## src/rtl/lsu_bus_if.sv

```systemverilog
// lsu_bus_if: single-port data bus between the load/store sequencer and memory.
//   req   : transaction request, held until ack is seen
//   we    : 1 = write, 0 = read
//   addr  : word-aligned byte address
//   be    : byte enables, bit n selects byte lane n
//   wdata : lane-replicated write data
//   ack   : transaction completion (single cycle)
//   rdata : read word, valid together with ack
interface lsu_bus_if;
    logic        req;
    logic        we;
    logic [31:0] addr;
    logic [3:0]  be;
    logic [31:0] wdata;
    logic        ack;
    logic [31:0] rdata;

    modport master (
        output req, we, addr, be, wdata,
        input  ack, rdata
    );

    modport slave (
        input  req, we, addr, be, wdata,
        output ack, rdata
    );
endinterface

```

## src/rtl/lsu_bus_ctrl.sv

```systemverilog
// lsu_bus_ctrl: load/store sequencer between the RV32I MEM stage and a
// req/ack data bus. Launches word-aligned transactions with byte enables,
// stalls the pipeline while a transaction is in flight, and returns
// sign/zero-extended load data. Misaligned accesses and bus timeouts are
// reported as one-cycle pulses.
//
// Ports:
//   i_clk, i_rst_n     clock (rising edge), asynchronous active-low reset
//   i_mem_re/i_mem_we  MEM-stage load/store request (store wins if both)
//   i_funct3           access size/sign (B, H, W, BU, HU; others act as W)
//   i_addr, i_wdata    byte address and store data
//   i_flush            squashes the MEM-stage request before launch
//   o_stall            holds IF..MEM while an access is being serviced
//   o_rdata/_vld       extended load result, valid for one cycle
//   o_misaligned       pulse: access rejected for alignment
//   o_bus_err          pulse: bus did not ack in time
//   bus                master side of lsu_bus_if
module lsu_bus_ctrl #(
    parameter int TIMEOUT_CYCLES = 255,
    parameter int CNT_W          = 8
) (
    input  logic        i_clk,
    input  logic        i_rst_n,
    input  logic        i_mem_re,
    input  logic        i_mem_we,
    input  logic [2:0]  i_funct3,
    input  logic [31:0] i_addr,
    input  logic [31:0] i_wdata,
    input  logic        i_flush,
    output logic        o_stall,
    output logic [31:0] o_rdata,
    output logic        o_rdata_vld,
    output logic        o_misaligned,
    output logic        o_bus_err,
    lsu_bus_if.master   bus
);

    localparam logic [1:0] SZ_B = 2'd0;
    localparam logic [1:0] SZ_H = 2'd1;
    localparam logic [1:0] SZ_W = 2'd2;

    // Last counter value still allowed to wait; unused when the timeout is off.
    localparam logic [CNT_W-1:0] TO_LAST =
        CNT_W'((TIMEOUT_CYCLES > 0) ? TIMEOUT_CYCLES - 1 : 0);

    typedef enum logic [1:0] {
        IDLE = 2'd0,
        REQ  = 2'd1,
        DONE = 2'd2
    } state_t;

    state_t           state, state_nxt;
    logic             access;
    logic [1:0]       size;
    logic             misaligned;
    logic             launch;
    logic             ack_hit;
    logic             timeout_hit;
    logic [3:0]       be_nxt;
    logic [31:0]      wdata_nxt;
    logic [1:0]       size_q;
    logic             uns_q;
    logic [1:0]       off_q;
    logic [CNT_W-1:0] cnt;

    // Shift the bus word so the addressed byte sits in lane 0, then extend.
    function automatic logic [31:0] extend_load(input logic [31:0] word,
                                                input logic [1:0]  off,
                                                input logic [1:0]  sz,
                                                input logic        uns);
        logic [31:0] s;
        logic [31:0] r;
        s = word >> {off, 3'b000};
        case (sz)
            SZ_B:    r = {{24{~uns & s[7]}}, s[7:0]};
            SZ_H:    r = {{16{~uns & s[15]}}, s[15:0]};
            default: r = s;
        endcase
        return r;
    endfunction

    assign access = (i_mem_re | i_mem_we) & ~i_flush;

    // funct3[1:0] = 11 is undefined and falls through to a word access.
    always_comb begin
        case (i_funct3[1:0])
            2'b00:   size = SZ_B;
            2'b01:   size = SZ_H;
            default: size = SZ_W;
        endcase
    end

    assign misaligned = ((size == SZ_H) & i_addr[0]) |
                        ((size == SZ_W) & (|i_addr[1:0]));

    always_comb begin
        case (size)
            SZ_B: begin
                be_nxt    = 4'b0001 << i_addr[1:0];
                wdata_nxt = {4{i_wdata[7:0]}};
            end
            SZ_H: begin
                be_nxt    = 4'b0011 << i_addr[1:0];
                wdata_nxt = {2{i_wdata[15:0]}};
            end
            default: begin
                be_nxt    = 4'b1111;
                wdata_nxt = i_wdata;
            end
        endcase
    end

    // Next state and stall. Flush only matters before launch; once in REQ
    // the bus transaction has to run to completion.
    always_comb begin
        state_nxt   = state;
        o_stall     = 1'b0;
        launch      = 1'b0;
        ack_hit     = 1'b0;
        timeout_hit = 1'b0;
        case (state)
            IDLE: begin
                if (access && !misaligned) begin
                    o_stall   = 1'b1;
                    launch    = 1'b1;
                    state_nxt = REQ;
                end
            end
            REQ: begin
                o_stall = 1'b1;
                if (bus.ack) begin
                    ack_hit   = 1'b1;
                    state_nxt = DONE;
                end else if ((TIMEOUT_CYCLES > 0) && (cnt == TO_LAST)) begin
                    timeout_hit = 1'b1;
                    state_nxt   = DONE;
                end
            end
            // DONE releases the pipeline for one cycle and never relaunches.
            DONE:    state_nxt = IDLE;
            default: state_nxt = IDLE;
        endcase
    end

    always_ff @(posedge i_clk or negedge i_rst_n) begin
        if (!i_rst_n) state <= IDLE;
        else          state <= state_nxt;
    end

    always_ff @(posedge i_clk or negedge i_rst_n) begin
        if (!i_rst_n) begin
            bus.req      <= 1'b0;
            bus.we       <= 1'b0;
            bus.addr     <= '0;
            bus.be       <= '0;
            bus.wdata    <= '0;
            size_q       <= SZ_W;
            uns_q        <= 1'b0;
            off_q        <= '0;
            cnt          <= '0;
            o_rdata      <= '0;
            o_rdata_vld  <= 1'b0;
            o_misaligned <= 1'b0;
            o_bus_err    <= 1'b0;
        end else begin
            o_misaligned <= (state == IDLE) & access & misaligned;
            o_rdata_vld  <= ack_hit & ~bus.we;
            o_bus_err    <= timeout_hit;

            if (launch) begin
                bus.req   <= 1'b1;
                bus.we    <= i_mem_we;
                bus.addr  <= {i_addr[31:2], 2'b00};
                bus.be    <= be_nxt;
                bus.wdata <= wdata_nxt;
                size_q    <= size;
                uns_q     <= i_funct3[2];
                off_q     <= i_addr[1:0];
                cnt       <= '0;
            end else if ((state == REQ) && !bus.ack) begin
                cnt <= cnt + 1'b1;
            end

            if (ack_hit || timeout_hit) begin
                bus.req <= 1'b0;
            end

            if (ack_hit && !bus.we) begin
                o_rdata <= extend_load(bus.rdata, off_q, size_q, uns_q);
            end else if (timeout_hit) begin
                o_rdata <= '0;
            end
        end
    end

endmodule

```

## src/flat_wrapper.sv

```systemverilog
// flat-port wrapper written by rule: the top's interface ports become plain ports
module lsu_bus_ctrl_flat 
#(
    parameter int TIMEOUT_CYCLES = 255,
    parameter int CNT_W          = 8
)
  (i_clk, i_rst_n, i_mem_re, i_mem_we, i_funct3, i_addr, i_wdata, i_flush, o_stall, o_rdata, o_rdata_vld, o_misaligned, o_bus_err, bus_req, bus_we, bus_addr, bus_be, bus_wdata, bus_ack, bus_rdata);
  lsu_bus_if bus_i ();
  input  logic i_clk;
  input  logic i_rst_n;
  input  logic i_mem_re;
  input  logic i_mem_we;
  input  logic [2:0] i_funct3;
  input  logic [31:0] i_addr;
  input  logic [31:0] i_wdata;
  input  logic i_flush;
  output logic o_stall;
  output logic [31:0] o_rdata;
  output logic o_rdata_vld;
  output logic o_misaligned;
  output logic o_bus_err;
  output wire logic [$bits(bus_i.req)-1:0] bus_req;
  output wire logic [$bits(bus_i.we)-1:0] bus_we;
  output wire logic [$bits(bus_i.addr)-1:0] bus_addr;
  output wire logic [$bits(bus_i.be)-1:0] bus_be;
  output wire logic [$bits(bus_i.wdata)-1:0] bus_wdata;
  input wire logic [$bits(bus_i.ack)-1:0] bus_ack;
  input wire logic [$bits(bus_i.rdata)-1:0] bus_rdata;
  assign bus_req = bus_i.req;
  assign bus_we = bus_i.we;
  assign bus_addr = bus_i.addr;
  assign bus_be = bus_i.be;
  assign bus_wdata = bus_i.wdata;
  assign bus_i.ack = bus_ack;
  assign bus_i.rdata = bus_rdata;
  lsu_bus_ctrl #(.TIMEOUT_CYCLES(TIMEOUT_CYCLES), .CNT_W(CNT_W)) u_core (.i_clk(i_clk), .i_rst_n(i_rst_n), .i_mem_re(i_mem_re), .i_mem_we(i_mem_we), .i_funct3(i_funct3), .i_addr(i_addr), .i_wdata(i_wdata), .i_flush(i_flush), .o_stall(o_stall), .o_rdata(o_rdata), .o_rdata_vld(o_rdata_vld), .o_misaligned(o_misaligned), .o_bus_err(o_bus_err), .bus(bus_i));
endmodule
```

## config.mk

```make
export PLATFORM = sky130hd
export DESIGN_NAME = lsu_bus_ctrl_flat
export DESIGN_NICKNAME = d
export VERILOG_FILES = /design/src/rtl/lsu_bus_if.sv /design/src/rtl/lsu_bus_ctrl.sv /design/src/flat_wrapper.sv
export SDC_FILE = /design/constraint.sdc
export NUM_CORES = 1
export LEC_CHECK = 0
export CELL_PAD_IN_SITES_DETAIL_PLACEMENT = 1
export CELL_PAD_IN_SITES_GLOBAL_PLACEMENT = 1
export CORE_ASPECT_RATIO = 0.75
export CORE_UTILIZATION = 36
export DETAILED_ROUTE_END_ITERATION = 8
export PLACE_DENSITY = 0.82
export SKIP_LAST_GASP = 1
export SYNTH_ARGS = -nofsm -noshare
export SYNTH_HDL_FRONTEND = slang
export SYNTH_SLANG_ARGS = --single-unit
```

## constraint.sdc

```tcl
create_clock -name i_clk -period 4.69 [get_ports i_clk]
set_clock_uncertainty 0.1 [all_clocks]
set_input_delay 0.938 -clock i_clk [delete_from_list [all_inputs] [get_ports i_clk]]
set_output_delay 0.938 -clock i_clk [all_outputs]
set_load 0.02 [all_outputs]
```

======== Word-level counts from Yosys, hierarchy flattened ========
Index checks and enable logic that the tools add are counted.
word-level totals
  memory bits (read-only) ................. 0
  bits in latches ......................... 0
  bits of input ports ..................... 105
  RAM bits ................................ 0
  memories kept ........................... 0
  output and inout port bits .............. 106
  word-level logic and storage cells ...... 77
  bits in registers ....................... 118
cells by class
  $mul .................................... 0
  muxes and demuxes ....................... 22
  add/subtract/negate cells ............... 1
  shift-type cells ........................ 3
  reduce and logical (&&, ||, !) cells .... 16
  magnitude comparators ................... 0
  bitwise logic cells ..................... 13
  eq/ne operators ......................... 8
  divide/modulo/power cells ............... 0
operators with widths
  kind                   count
  $pmux W32 S2           2
  $mux W32               2
  $shr A32 B5 Y32        1
  $mux W8                2
  $mux W1                9
  $add A8 B1 Y8 const B  1
  $and A1 B1 Y1          8
  $eq A2 B1 Y1 const B   4
  $eq A8 B8 Y1 const B   1
  $logic_not A2 Y1       4
  $pmux W2 S2            2
  $pmux W4 S2            1
  $mux W2                3
  $reduce_bool A2 Y1     3
  $shl A1 B2 Y4 const A  1
  $shl A2 B2 Y4 const A  1
  $logic_and A1 B1 Y1    3
  $logic_not A1 Y1       3
  $ne A3 B2 Y1 const B   1
  $not A1 Y1             3
  $eq A2 B2 Y1 const B   1
  $ne A2 B1 Y1 const B   1
  $or A1 B1 Y1           2
  $pmux W1 S2            1
  other kinds (3)        3

======== Depth between registers and ports, before layout ========
  depth after elaboration ................. 11
  depth in mapped cells ................... 7
  depth with buffers taken out ............ 6

======== Worst setup path after synthesis ========
OpenSTA, ideal clock, no wires.
  path type ............................... input to output
  start ................................... in i_addr[0]
  end ..................................... out o_stall
  cell stages on the path ................. 7
  slack ................................... 1.411 ns
  required time ........................... 3.652 ns
  path buffers ............................ 3
  arrival ................................. 2.241 ns
  path through ............................ clkbuf_1 > nor2_1 > nor2_2 > nor2_1 > buf_2 > buf_2 > o21a_1
between the ends
  longest elaborated chain between the ends .. 7
  elaborated cells on any way between the ends .. 8
  those cells by class .................... mux (2); bitwise (3); reduce/logical (3)
ends and longest elaborated chain
  item                   line                 text
  from (decl)            flat_wrapper.sv:14   input logic [31:0] i_addr;
  $reduce_or A2 Y1       lsu_bus_ctrl.sv:94   ((size == SZ_W) & (|i_addr[1:0]));
  $and A1 B1 Y1          lsu_bus_ctrl.sv:94
  $or A1 B1 Y1 *         lsu_bus_ctrl.sv:93   assign misaligned = ((size == SZ_H) & i_addr[0]) |
  $logic_not A1 Y1 *     lsu_bus_ctrl.sv:123  if (access && !misaligned) begin
  $logic_and A1 B1 Y1 *  lsu_bus_ctrl.sv:123
  $mux W1 *              lsu_bus_ctrl.sv:123
  $pmux W1 S2 *          lsu_bus_ctrl.sv:121  case (state)
  to (decl)              flat_wrapper.sv:17   output logic o_stall;
Mark *: on every way between the ends. The rest lies on a longest branch, timed or not.

======== Worst setup path in the final report ========
  start ................................... in i_funct3[0]
  end ..................................... out o_stall
between the ends
  longest elaborated chain between the ends .. 9
  elaborated cells on any way between the ends .. 12
  those cells by class .................... eq/ne (3); mux (3); bitwise (3); reduce/logical (3)
ends and longest elaborated chain
  item                                                     line                                    text
  from (decl)                                              flat_wrapper.sv:13                      input logic [2:0] i_funct3;
  $eq A2 B1 Y1 / $logic_not A2 Y1 (equally long branches)  lsu_bus_ctrl.sv:86                      case (i_funct3[1:0])
  $pmux W2 S2 *                                            lsu_bus_ctrl.sv:86
  $eq A2 B1 Y1 / $eq A2 B2 Y1 (equally long branches)      lsu_bus_ctrl.sv:93, lsu_bus_ctrl.sv:94
  $and A1 B1 Y1 (on tied branches)                         lsu_bus_ctrl.sv:93, lsu_bus_ctrl.sv:94
  $or A1 B1 Y1 *                                           lsu_bus_ctrl.sv:93
  $logic_not A1 Y1 *                                       lsu_bus_ctrl.sv:123
  $logic_and A1 B1 Y1 *                                    lsu_bus_ctrl.sv:123
  $mux W1 *                                                lsu_bus_ctrl.sv:123
  $pmux W1 S2 *                                            lsu_bus_ctrl.sv:121
Marks and branches as above.

==> metrics <==
status finished clean; Static Leakage 3.511 nW; FF+latch count, synth 118; crit end category output port; hpwl dp 13090 um; fmax 252.6 MHz; Max stage delay on crit path 650 ps; CTS clk-pin slew, worst paths 60 ps; Max-slew headroom 0.3728; H-Tree Depth 4; Yosys top cell area share 0.5305; vias in the first global route 5140; Total Routed Length 18170 um; CP delay by family, top buffers and inverters; XOR/XNOR Fraction of Synth Area 0.009522; CTS Root Cell clkbuf_16; Max Root-Sink Buffers 2; worst hold-check path type flop to flop; MaxCap Viol Count 0; layout cells sized above 1 0.1488; most instantiated cells after synthesis dfrtp_1 (117), o21ai_0 (42), mux2_2 (41), mux2i_1 (30); Layout area overhead 51.44%; first-pass GRT wire length 29060 um; area leader, netlist dfrtp_1; final hold violations 0; mux cell area share after synthesis 0.1462; CTS buffer count 17; vias 4739; synthesis warning total 0; Post-CTS Setup Inserts 0; Wirelength per Cell 20.37 um; R2R depth 6; final cell count without fillers 892; Die W 145.0 um; sequential cell area 2954 um^2; I/O Buffers 208; pin count of the biggest net entering global routing 74; CP Launch Type input port; Async S/R FF share, synth 1.000; Final period util 0.8442; CP Depth 6; First-pass DRT Iterations 4; number of synthesized flops with an enable pin 0; Compound-Gate Fraction of Synth Area 0.1684; Initial Util 0.3757; Die Height 109.2 um; CP bufs+invs 2; total global routing overflow 0; Total Routing Usage GR 0.2399; final count of pins violating max slew 0; Rows 38; footprint of the multi-input gates 2394 um^2; Core Util, Final 0.5689; most common cell in the netlist dfrtp_1; RSZ-0062 raised after global routing false; final setup violation count 0; Post-CTS Resized 0; Clock Sinks 118; initial antenna violation count 1; WS Path Type input port to output port; Final nets 786; 1st-iter DRT viols 209; Cell variety after synth 56; fin crit period 3959 ps; Syn Inst Count 474; worst-case vdd ir drop 0.0003146 V; Mean Syn Cell Area 11.64 um^2; largest family of logic cells by synthesized area compound AO/OA/AOI/OAI gates; Netlist Area Pre-Place 5519 um^2; sequential cell area fraction in the yosys report 0.5353; R2R Setup Slk 2280 ps; Synth Flop Type dfrtp_1; worst-margin pin slew 940.9 ps; antenna cell count 0; I/O pin total 211; CP Cell Sequence clkdlybuf4s50_1 -> a21oi_1 -> nor2_2 -> nor2_4 -> o21a_1 -> clkdlybuf4s50_1; CP required 3650 ps; Synth area leaders dfrtp_1 (53%), mux2_2 (8.4%), mux2i_1 (5.4%); # placed instances 860; simple logic cell fraction of the synthesized area 0.1016; routability cong. 0.8279; Pwr Density 562.5 nW/um^2; critical path arrival 2920 ps; Max stage delay cell, worst path clkdlybuf4s50_1; hold path cells 1; # hold bufs at CTS 0; Adder-Cell Fraction of Synth Area 0.004534; setup tns final 0 ps; DIE AREA 15840 um^2; Antenna Violating Nets Remaining 0; Worst path most repeated cell clkdlybuf4s50_1; CTS tree done; Via density 5.313; Skew-Pair Late Insertion Delay 410 ps; core area 14690 um^2; critical-path maximum fanout 9; FILL cells 1488; DRC 0
-- registers in the layout (all words and copies together), names as in the netlist --
signal               cells
u_core.state             2
u_core.cnt               8
u_core.off_q             2
u_core.size_q            2
u_core.bus.addr         30
u_core.uns_q             1
u_core.bus.we            1
u_core.bus.wdata        32
u_core.o_misaligned      1
u_core.o_rdata          32
u_core.o_bus_err         1
u_core.o_rdata_vld       1
u_core.bus.be            4
u_core.bus.req           1
-- path summary, 6_finish.rpt --
| check | start | end |
|---|---|---|
| worst min register to register | u_core.bus.be[0] | u_core.bus.be[0] |
| worst max register to register | u_core.state[1] | u_core.o_rdata[24] |
| max in group asynchronous | i_rst_n | u_core.bus.addr[11] |
| worst max-delay path | i_funct3[0] | o_stall |
| worst min-delay path | u_core.bus.be[0] | u_core.bus.be[0] |
| min in group asynchronous | i_rst_n | u_core.bus.addr[28] |
-- cell type report --
class                           count  area share
Clock buffer                       18     0.05254
Inverter                            6    0.002695
Sequential cell                   118      0.3534
Multi-Input combinational cell    316      0.2864
Clock inverter                     14     0.01542
Timing Repair Buffer              220      0.2596
Tap cell                          200     0.02994
-- logic make-up after synthesis --
kind of cell / after synthesis
AO/OA/AOI/OAI: 130
XOR/XNOR: 6
multiplexers: 73
flip-flops: 118
AND/OR/NAND/NOR: 103
other: 1
adder cells (fa/ha/maj): 2
buffers and inverters: 41
-- per-stage QoR --
stage / setup slack, ps / hold slack [ps] / area, um^2 / power [mW]
2_1_floorplan: 1411 / 377.0 / 5523 / 2.511
3_3_place_gp: 805.5 / 360.9 / 7790 / 3.410
4_1_cts: 730.9 / 389.2 / 8358 / 4.752
6_report: 730.9 / 384.4 / 8358 / 4.702
5_1_grt: 620.6 / 398.6 / 8358 / 4.935
3_5_place_dp: 790.2 / 376.4 / 7790 / 3.477
-- where the power goes --
part	total, mW	switching (mW)	internal [mW]	leakage (nW)
sequential	1.57	0.218	1.35	1.45
clock	1.24	0.499	0.745	0.261
combinational	1.89	0.929	0.957	1.80
-- cell usage in the layout, fill, tap and decap left out, types with 8 or more instances in the layout --
cell / n
clkdlybuf4s50_1: 207
dfrtp_1: 117
o21ai_0: 42
o31ai_1: 8
nor2b_1: 8
a221o_1: 11
nor2_1: 25
buf_4: 13
a32o_1: 10
nand2_1: 26
mux2i_1: 30
a21oi_1: 16
clkbuf_16: 17
o2bb2ai_1: 8
a211o_1: 15
nand3b_1: 10
mux2_2: 41
a2bb2oi_1: 8
-- metal layers --
layer	share of wire	track usage	wire [um]
met5	0.00072	0	13
met4	0.014	0.08435	248
met3	0.049	0.05481	898
met2	0.49	0.3925	8822
met1	0.45	0.3147	8184
(Power assumes the default switching activity.)
